## src/rtl/johnson_checker_phase_decode.sv

```systemverilog
// Combinational Johnson word decoder: maps a WIDTH-bit code to {legal, phase index 0..2*WIDTH-1}.
module johnson_phase_decode #(
  parameter int WIDTH = 4,
  parameter int PH_W  = $clog2(2 * WIDTH)
) (
  input  logic [WIDTH-1:0] i_code,
  output logic             o_legal,
  output logic [PH_W-1:0]  o_phase
);

  // Phases below WIDTH fill ones from the LSB; the upper half fills zeros from the LSB.
  function automatic logic [WIDTH-1:0] johnson_code(input int p);
    logic [WIDTH-1:0] code;
    for (int i = 0; i < WIDTH; i++)
      code[i] = (p < WIDTH) ? (i < p) : (i >= p - WIDTH);
    return code;
  endfunction

  always_comb begin
    // NOTE: every output gets a default before the search so no path leaves it unassigned (no latch).
    o_legal = 1'b0;
    o_phase = '0;
    for (int p = 0; p < 2 * WIDTH; p++) begin
      if (i_code == johnson_code(p)) begin
        o_legal = 1'b1;
        o_phase = PH_W'(p);
      end
    end
  end

endmodule

```

## config.mk

```make
export PLATFORM = sky130hd
export DESIGN_NAME = johnson_phase_decode
export DESIGN_NICKNAME = d
export VERILOG_FILES = /design/src/rtl/johnson_checker_phase_decode.sv
export SDC_FILE = /design/constraint.sdc
export NUM_CORES = 1
export LEC_CHECK = 0
export ABC_CLOCK_PERIOD_IN_PS = 1100
export BUFFER_PORTS_ARGS = -buffer_cell sky130_fd_sc_hd__buf_2
export CAP_MARGIN = 20
export CORE_AREA = 3 3 40 42
export DETAILED_ROUTE_END_ITERATION = 10
export DIE_AREA = 0 0 43 45
export PLACE_DENSITY = 0.3
export SETUP_SLACK_MARGIN = 0.02
export SLEW_MARGIN = 30
export SYNTH_ARGS = -nofsm -noshare
export SYNTH_HDL_FRONTEND = slang
export SYNTH_SLANG_ARGS = --single-unit
```

## constraint.sdc

```tcl
create_clock -name vclk -period 1.1
set_clock_uncertainty 0.15 [all_clocks]
set_input_delay 0 -clock vclk [all_inputs]
set_output_delay 0 -clock vclk [all_outputs]
set_load 0.05 [all_outputs]
```

# == Word-level counts from Yosys, hierarchy flattened ==
# Index checks and enable logic that the tools add are counted.
# totals
regBits,0
word_cells,23
inputBits,4
# classes
n_reduce_logical,1
muxes,15
n_eq_ne,7
# ops
op,n
$mux 3,6
$eq 4x4->1 const B,4
$mux 1,9
$eq 4x1->1 const B,1
$eq 4x2->1 const B,1
$eq 4x3->1 const B,1
$logic_not 4->1,1

# == Longest topological paths before layout ==
# depth
depth_word,9
ltp_mapped,2
mapped_depth_nobuf,2

# == Worst setup path before layout ==
# No wires, ideal clock.
# synth_path
path_kind,input port to output port
startpoint,in i_code[3]
endpoint,out o_legal
path_slack_ns,-0.122
path_stages,2
arrival_ns,1.072
t_required_ns,0.950
cell_sequence,mux2_1 -> mux2i_1
# synth_via
elab_chain_cells,9
# synth_lines
element,line,text
"start, declared",6,"input logic [WIDTH-1:0] i_code,"
$logic_not 4->1,24,if (i_code == johnson_code(p)) begin
$mux 1 (7 in a row),24,
$mux 1 (*),24,
"end, declared",7,"output logic o_legal,"
# Mark *: on every way between the ends. The rest lies on a longest branch, timed or not.

# == Worst setup path in the final report ==
# Same ends and word-level chain as after synthesis.

==> flow_summary.ini <==
[die]
die_area_um2 = 1940
rows = 13
die_h_um = 45
io_pins = 8
core_um2 = 1280
die_w_um = 43
initial_utilization_pct = 6.62

[finish]
design.seq.count = 0
clock_buffers = 0
area_growth_pct = 82.4
drive_gt1_share_pct = 57.9
nets = 25
layout_common_cells = buf_2 (8), nand2b_1 (2), mux2i_2 (2)
seq_area_um2 = 0
antenna_cells = 0
layout_commonest_cell = buf_2

[routing]
drc_errors = 0
avgViaCountPerCell = 3.09
wl_per_cell_um = 8.15
vias = 105
antenna_left = 0
wirelength_um = 277
dr.pass1.iters = 1
drtIter0Drc = 0

[power_and_ir_drop]
leakage_nw = 0.0705
p_total_uw = 98.7
ir_drop_v = 0.000162
pwr_density_cell_nw_per_um2 = 636

[synthesis]
syn_avg_cell_area_um2 = 7.73
synth_cell_types = 8
synthCells = 11
yosysSeqAreaShare_pct = 0
syn_area_um2 = 85.1
ys_warn_count = 0
synth_top_area_cell = mux2i_1
synth.area.top_cells = mux2i_1 (35%), nand2b_1 (15%), mux2_1 (13%), xor2_1 (10%), a21boi_1 (8.8%)
synth_top_area_share_pct = 35.3
synth_nets = 15

[setup_path]
slowest_stage = mux2_1
cpMostUsedCell = buf_2
cp.arrival_ns = 0.90
cp.required_ns = 0.95
max_stage_delay_ns = 0.34
start_kind = input pin
worstSetupPathType = input pin to primary output
cp_cell_sequence = buf_2, mux2_1, mux2i_2, buf_2
critPathCaptureType = primary output
crit_fanout = 5

[grt]
met3_usage_pct = 0.398
grt_max_degree = 6
antenna_found_initial = 0
use_met1_pct = 4.78
gr-total-overflow = 0
use_met2_pct = 2.40
grt.total_usage_pct = 2.41
busiest_layer = met1
grt_pass1_wl_um = 379
first_global_vias = 88

[place]
gp_congestion = 0.640
port_buffers = 8

[sta]
period_needed_ns = 1.05
tightestPinTransition_ns = 0.260
fin_crit_sh_pct = 95.0
rsz0062_at_grt = false
hold_viol = 0
fmax_mhz = 956
relSlewSlack_pct = 82.8
drv_slew = 0
finalSetupViolCount = 0
tns_ns = 0

[clock_network]
cts-resized-gates = 0
postCtsHoldBufs = 0
post-cts-setup-buffers = 0

[status]
status = completed

[hold_path]
worstHoldPathType = input pin to primary output

[job]
maxCapViolCount = 0
[stage by stage]
step | instance area (um2) | std cells | util (%) | setup slack (ns) | hold slack [ns]
6_report | 155 | 34 | 12.1 | 0.0545 | 0.293
4_1_cts | 155 | 34 | 12.1 | 0.0496 | 0.294
3_5_place_dp | 155 | 34 | 12.1 | 0.0500 | 0.294
2_1_floorplan | 96.3 | 11 | - | 0.00382 | 0.0325
5_1_grt | 155 | 34 | 12.1 | 0.0343 | 0.308
3_3_place_gp | 155 | 34 | 12.1 | 0.0433 | 0.296
[synth_stat cells (all sizes together)]
cell,count
a21boi,1
nand2b,2
mux2,1
nand2,1
xor2,1
a21oi,1
or2,1
mux2i,3
[layer usage]
layer  wire [um]  up-vias
met5           0        -
met4           0        0
met3          43        0
met2          76        7
met1         156       43
li1            -       55
[worst max-delay path, delay by kind of cell]
| kind | cells | cell delay, ns |
|---|---|---|
| buffers and inverters | 2 | 0.42 |
| multiplexers | 2 | 0.47 |
[power breakdown]
group          internal [mW]  total (mW)  leakage, nW  switching [mW]
logic                 0.0306      0.0987       0.0705          0.0681
clock network              0           0            0               0
registers                  0           0            0               0
[cell families after synthesis]
kind of cell	count (synthesis)	share of synthesized area, %
muxes	4	48.5
xor gates and xnor gates	1	10.3
AOI/OAI and AO/OA	2	14.7
and+or+nand+nor	4	26.5
[path summary, 6_finish.rpt]
| path | start | to | slack (ns) | cells past startpoint |
|---|---|---|---|---|
| setup / recovery | i_code[3] | o_legal | 0.05 | 4 |
| hold / removal | i_code[1] | o_legal | 0.29 | 3 |
[area by class of cell]
class,count,area (um2)
Tap cell,15,18.8
Timing Repair Buffer,8,40.0
Fill cell,148,1130
Multi-Input combinational cell,11,96.3
Note: power is estimated with default switching activity, not from simulation.
